### src/rtl/hex_display_pkg.sv
// rtl/hex_display_pkg.sv - shared defaults and types for the hex display scanner
package hex_display_pkg;

    localparam int NUM_DIGITS_DEF = 8;
    localparam int SCAN_DIV_DEF   = 50000;

    typedef logic [$clog2(NUM_DIGITS_DEF)-1:0] digit_idx_t;

endpackage

### src/rtl/scan_prescaler.sv
// rtl/scan_prescaler.sv - free-running divider producing one tick per digit period
module scan_prescaler #(
    parameter int SCAN_DIV = 50000
) (
    input  logic clk,
    input  logic rst_n,
    output logic tick
);

    localparam int CW = $clog2(SCAN_DIV);

    logic [CW-1:0] count;

    assign tick = (count == CW'(SCAN_DIV - 1));

    always_ff @(posedge clk) begin
        if (!rst_n) begin
            count <= '0;
        end else if (tick) begin
            count <= '0;
        end else begin
            count <= count + 1'b1;
        end
    end

endmodule

### src/rtl/hex_display_scanner.sv
// rtl/hex_display_scanner.sv - multiplexed hex digit scanner with frame-synchronous value update
module hex_display_scanner
    import hex_display_pkg::*;
#(
    parameter int NUM_DIGITS = NUM_DIGITS_DEF,
    parameter int SCAN_DIV   = SCAN_DIV_DEF
) (
    input  logic                    clk,
    input  logic                    rst_n,
    input  logic                    load_valid,
    input  logic [4*NUM_DIGITS-1:0] value_in,
    output logic                    load_ready,
    input  logic                    blank_lz,
    output logic [3:0]              nibble_out,
    output logic [NUM_DIGITS-1:0]   digit_en_n,
    output logic                    frame_done
);

    localparam int IW = $clog2(NUM_DIGITS);

    logic                    tick;
    logic                    frame_start;
    logic                    accept;
    logic                    pend;
    logic                    blanked;
    logic [IW-1:0]           index;
    logic [4*NUM_DIGITS-1:0] shadow;
    logic [4*NUM_DIGITS-1:0] display;
    logic [NUM_DIGITS-1:0]   zero_from;

    scan_prescaler #(
        .SCAN_DIV(SCAN_DIV)
    ) u_prescaler (
        .clk  (clk),
        .rst_n(rst_n),
        .tick (tick)
    );

    assign frame_start = tick && (index == IW'(NUM_DIGITS - 1));
    assign load_ready  = !pend;
    assign accept      = load_valid && !pend;

    always_ff @(posedge clk) begin
        if (!rst_n) begin
            index      <= '0;
            display    <= '0;
            shadow     <= '0;
            pend       <= 1'b0;
            frame_done <= 1'b0;
        end else begin
            frame_done <= frame_start;
            if (tick) begin
                index <= (index == IW'(NUM_DIGITS - 1)) ? '0 : index + 1'b1;
            end
            // accept and transfer are exclusive: accept needs pend=0, transfer needs pend=1
            if (frame_start && pend) begin
                display <= shadow;
                pend    <= 1'b0;
            end else if (accept) begin
                shadow <= value_in;
                pend   <= 1'b1;
            end
        end
    end

    // zero_from[i]: nibble i and every more-significant nibble are zero
    always_comb begin
        logic run;
        run       = 1'b1;
        zero_from = '0;
        for (int i = NUM_DIGITS - 1; i >= 0; i--) begin
            run          = run && (display[4*i +: 4] == 4'h0);
            zero_from[i] = run;
        end
    end

    assign blanked    = blank_lz && (index != '0) && zero_from[index];
    assign nibble_out = display[{index, 2'b00} +: 4];
    assign digit_en_n = blanked ? '1 : ~(NUM_DIGITS'(1) << index);

endmodule

### config.mk
export PLATFORM = sky130hd
export DESIGN_NAME = hex_display_scanner
export DESIGN_NICKNAME = d
export VERILOG_FILES = /design/src/rtl/hex_display_pkg.sv /design/src/rtl/scan_prescaler.sv /design/src/rtl/hex_display_scanner.sv
export SDC_FILE = /design/constraint.sdc
export NUM_CORES = 1
export LEC_CHECK = 0
export BUFFER_PORTS_ARGS = -buffer_cell sky130_fd_sc_hd__buf_4
export CORE_MARGIN = 5
export CORE_UTILIZATION = 45
export CTS_BUF_LIST = sky130_fd_sc_hd__clkbuf_8
export DETAILED_ROUTE_END_ITERATION = 7
export PLACE_DENSITY_LB_ADDON = 0.2
export SLEW_MARGIN = 10
export SYNTH_ARGS = -nofsm -noshare
export SYNTH_HDL_FRONTEND = slang
export SYNTH_HIERARCHICAL = 1
export SYNTH_SLANG_ARGS = --single-unit
export TNS_END_PERCENT = 20
### constraint.sdc
create_clock -name clk -period 2.76 [get_ports clk]
set_input_delay 0.552 -clock clk [delete_from_list [all_inputs] [get_ports clk]]
set_output_delay 0.552 -clock clk [all_outputs]
set_load 0.05 [all_outputs]
# Yosys cells after proc, flatten, opt, wreduce, memory -nomap -nowiden
# Cells that the tools add are included.
# W data, S select, Z words.
[op_classes]
n_addsub = 2
magnitude_cmp = 1
n_eq_ne = 2
n_shift = 2
mux = 4
n_bitwise = 3
n_reduce_logical = 25
[op_table]
columns = ["cell", "count"]
rows = [
  ["$logic_not A4 Y1", 8],
  ["$shiftx A32 B6 Y4", 1],
  ["$add A16 B1 Y16 const B", 1],
  ["$eq A16 B16 Y1 const B", 1],
  ["$logic_and A1 B1 Y1", 12],
  ["$mux W8", 1],
  ["$not A8 Y8", 1],
  ["$shl A1 B3 Y8 const A", 1],
  ["$lt A3 B4 Y1 const B", 1],
  ["$reduce_or A2 Y1", 2],
  ["$add A3 B1 Y3 const B", 1],
  ["$bmux W1 S3", 1],
  ["$eq A3 B3 Y1 const B", 1],
  ["$mux W3", 1],
  ["$reduce_bool A3 Y1", 1],
  ["$not A1 Y1", 2],
  ["$reduce_and A2 Y1", 1],
  ["$logic_not A1 Y1", 1],
  ["$mux W1", 1],
]
[word_totals]
ff_bits = 85
output_inout_bits = 14

# Longest topological paths before layout
[logic_depth]
word_depth = 12
depth_mapped = 10

# Hierarchy
# Netlist, hierarchy kept.
[by_module_without_submodules]
columns = ["mod", "instances", "cells_per_inst", "area_each_um2", "seq_area_each_um2"]
rows = [
  ["hex_display_scanner", 1, 355, 3060.4, 1381.3],
  ["scan_prescaler", 1, 79, 789.5, 320.3],
]

# Worst setup path before layout
# Ideal clock, no wire load.
[synth_timing]
path_kind = "register to output"
from = "register index[0]"
to = "output digit_en_n[1]"
arrival_ns = 2.493
t_required_ns = 2.208
setup_slack_ns = -0.285
path_stages_with_launch = 8
path_cell_list = "dfxtp_1 > buf_4 > inv_1 > ha_1 > or2b_2 > o2111ai_1 > a211o_1 > o211ai_1"
[synth_between]
elab_chain_len = 4
[synth_lines]
columns = ["item", "line", "source"]
rows = [
  ["from (decl)", "hex_display_scanner.sv:26", "logic [IW-1:0] index;"],
  ["from (signal assigned)", "hex_display_scanner.sv:53", "index <= (index == IW'(NUM_DIGITS - 1)) ? '0 : index + 1'b1;"],
  ["$bmux W1 S3 or $reduce_bool A3 Y1 (tied branches)", "hex_display_scanner.sv:77", "assign blanked = blank_lz && (index != '0) && zero_from[index];"],
  ["$mux W1 (not written as such) or $logic_and A1 B1 Y1 (tied branches)", "hex_display_scanner.sv:77", ""],
  ["$logic_and A1 B1 Y1", "hex_display_scanner.sv:77", ""],
  ["$mux W8 (*)", "hex_display_scanner.sv:79", "assign digit_en_n = blanked ? '1 : ~(NUM_DIGITS'(1) << index);"],
  ["to (decl)", "hex_display_scanner.sv:15", "output logic [NUM_DIGITS-1:0] digit_en_n,"],
]
# Mark *: on every way between the ends. The rest lies on a longest branch, timed or not. The select of a mux whose other input is x is not followed.

# Final worst setup path
[layout_timing]
from = "register display[31]"
to = "output digit_en_n[1]"
[layout_between]
elab_chain_len = 12
[layout_lines]
columns = ["item", "line", "source"]
rows = [
  ["from (decl)", "hex_display_scanner.sv:28", "logic [4*NUM_DIGITS-1:0] display;"],
  ["from (signal assigned)", "hex_display_scanner.sv:57", "display <= shadow;"],
  ["$logic_not A4 Y1 (*)", "hex_display_scanner.sv:72", "run = run && (display[4*i +: 4] == 4'h0);"],
  ["$logic_and A1 B1 Y1 (7 in series)", "hex_display_scanner.sv:72", ""],
  ["$bmux W1 S3 (*)", "hex_display_scanner.sv:77", ""],
  ["$mux W1 (not written as such) (*)", "hex_display_scanner.sv:77", ""],
  ["$logic_and A1 B1 Y1 (*)", "hex_display_scanner.sv:77", ""],
  ["$mux W8 (*)", "hex_display_scanner.sv:79", ""],
]
# Marks and branches as above.

==> impl_metrics.ini <==
[setup_path]
r2r_end = display[24]
crit_path_start_kind = flop
required_ns = 2.21
path_max_fanout = 7
r2r_cells = 8
cpPeakStageDelay_ns = 0.45
arrival_ns = 2.09
crit_slowest_cell = nor4_1
crit_type = reg2out
r2r_setup_slack_ns = 0.52
cp_cell_sequence = nor4_1 -> o2111ai_2 -> a211o_1 -> o211ai_1 -> buf_4
cp-end-kind = output port
r2r-start = u_prescaler/count[0]

[sta]
holdWs_ns = 0.4519
maxSlewViolCount = 0
setup_viol = 0
clock_skew_ns = 0.01214
fin_crit_ns = 2.644
hold_viol = 0
period_share_pct = 95.80
slew_headroom_pct = 69.75
fin_ws_ns = 0.1158
fmax_ghz = 0.3782
rsz0062_at_grt = false
worst_slew_pin_slew_ns = 0.4496

[global_routing]
grt_max_degree = 41
grt_pass1_wl_um = 13880
track_usage_pct = 16.57
grt_pass1_vias = 2895
antenna_found_initial = 0
grt-ovfl-total = 0

[synth]
synth_cells = 434
synth_common_cells = nand2_1 (145), dfxtp_1 (85), a21boi_0 (60), clkbuf_1 (16), nor2_1 (16)
async_reset_ff_share_pct = 0
syn_avg_cell_area_um2 = 8.871
synth_seq_cells = 85
post-synth-top-count-cell = nand2_1
synth_top_area_share_pct = 44.20
synth_edf_count = 0
yosysUniqueCellTypes = 45
yosysTopAreaCell = dfxtp_1
ys_warn_count = 6
syn_nets = 477
synth_ff_type = dfxtp_1
syn_area_mm2 = 0.003850
yosysSeqAreaShare_pct = 44.20
synth_area_leaders = dfxtp_1 (44%), nand2_1 (14%), a21boi_0 (12%)

[routing]
drc = 0
drt_iter0_markers = 173
wl_per_cell_um = 13.74
wl_um = 8094
drtAntennaViolNets = 0
drt-pass1-iter-count = 4
vias = 3031
viasPerCell = 5.146

[status]
status = finished clean

[placement]
port_buffers = 49
pre_cts_slack_ns = 0.3284
hpwl_um = 5867
placed_area_mm2 = 0.004292
gp_congestion = 0.8366
dp_cells = 568

[cts]
numCtsBuffers = 9
htree_levels = 3
clockBufferDepth = 2
cts_tree = yes
clkLatencyLatePin_ns = 0.34
clockRootBuffer = clkbuf_8
clock_sinks = 85
clkTransAtPathRegs_ns = 0.07
holdBufCountCts = 0

[min_path]
min_delay_worst_endpoint = display[1]
min_path_type = reg2reg
hold_path_depth = 2
min_from = shadow[1]

[power]
switching_share_pct = 22.70
clockPowerShare_pct = 34.6
pwr-share-seq_pct = 59.3
pwr-share-comb_pct = 6.1
internal-power_uw = 1661
power.density_mw_per_mm2 = 476.9
leakage_uw = 0.001711
vdd_drop_max_uv = 371.6
p_switching_uw = 487.8

[job]
cap_violations = 0

[floorplan]
fp.dieArea_mm2 = 0.01051
fp.dieW_um = 102.5
core-area_mm2 = 0.008258
io_pins = 50
start_util_pct = 46.62
die_h_um = 102.5
row_count = 33

[finish]
insertedDiodeCount = 0
fin_nets = 523
area_growth_syn_to_layout_pct = 17.03
final_area_mm2 = 0.004506
drive_above_1_share_pct = 21.28
finalNonFillerCells = 589
[cell usage in the layout (no fill, tap or decap), types with 2 or more instances in the layout]
cell,n
a21boi_1,4
a21boi_0,60
buf_4,61
mux4_1,7
clkinv_2,2
nand4_2,2
nand3_1,8
dfxtp_1,82
dfxtp_4,2
o21ai_1,3
nor2_1,16
and4bb_2,2
nand2_2,2
nand2_1,145
nor3_1,4
nor4_2,5
clkbuf_8,10
nor4_1,6
ha_1,6
inv_1,7
a21oi_1,2
xor2_1,3
xnor2_1,11
and2_1,2
nor2_2,2
and3_1,4
o211ai_1,2
[power groups by stage]
stage	Combinational [uW]	Sequential, uW	Clock, uW
2_1_floorplan	74.9	1300	0
3_3_place_gp	132	1300	0
3_5_place_dp	134	1300	0
4_1_cts	135	1270	783
5_1_grt	149	1280	835
6_report	131	1270	744
[final cells by class]
cell class                      count  area (um2)
Clock buffer                       10       137.6
Clock inverter                      5       27.53
Fill cell                         802        3752
Inverter                            8       35.03
Multi-Input combinational cell    315        2006
Sequential cell                    85        1710
Tap cell                          105       131.4
Timing Repair Buffer               61       457.9
[flip-flops by register name, indices dropped and copies added (netlist names)]
name               count
u_prescaler/count     16
index                  3
pend                   1
shadow                32
display               32
frame_done             1
[how the worst max path moves through the flow]
| stage | start | endpoint | slack, ns | depth (start not counted) |
|---|---|---|---|---|
| 2_1_floorplan | index[1] | digit_en_n[1] | -0.09 | 7 |
| 3_3_place_gp | index[1] | digit_en_n[1] | 0.39 | 7 |
| 3_5_place_dp | index[1] | digit_en_n[1] | 0.33 | 7 |
| 4_1_cts | index[0] | digit_en_n[1] | 0.00002 | 7 |
| 5_1_grt | display[17] | digit_en_n[1] | 0.02 | 5 |
| 6_report | display[31] | digit_en_n[1] | 0.12 | 5 |
[per-layer routing]
layer	routed length, um	GRT usage, %	vias to the layer above
met5	0	0	-
met1	4072	23.10	1409
met2	3562	25.77	61
li1	-	-	1559
met3	430	4.804	2
met4	29	3.330	0
[repair_timing]
item | 4_1_cts | 5_1_grt
setup buffers | 0 | 6
resized for setup | 1 | 1
cloned | 0 | 0
endpoints found under the setup margin | 3 | 5
[metrics by stage]
step                power (uW)  TNS [ns]  utilization, %
floorplan                 1373   -0.2161               -
global placement          1434         0           51.97
detailed placement        1437         0           51.97
CTS                       2191         0           54.00
global route              2262         0           54.56
finish                    2149         0           54.56
[logic make-up after synthesis]
kind of cell / share of synthesized area [%]
AO/OA/AOI/OAI: 15.24
XOR/XNOR: 3.185
adder cells (fa/ha/maj): 2.275
buffers and inverters: 4.323
flip-flops: 44.20
multiplexers: 5.622
AND/OR/NAND/NOR: 25.15
[worst max-delay path, delay by kind of cell (launching register included)]
family                 cells  cell delay, ns
AO/OA/AOI/OAI              3            0.75
AND/OR/NAND/NOR            1            0.45
buffers and inverters      1            0.23
flip-flops                 1            0.33
No activity file was read; power rests on OpenSTA's default activity.
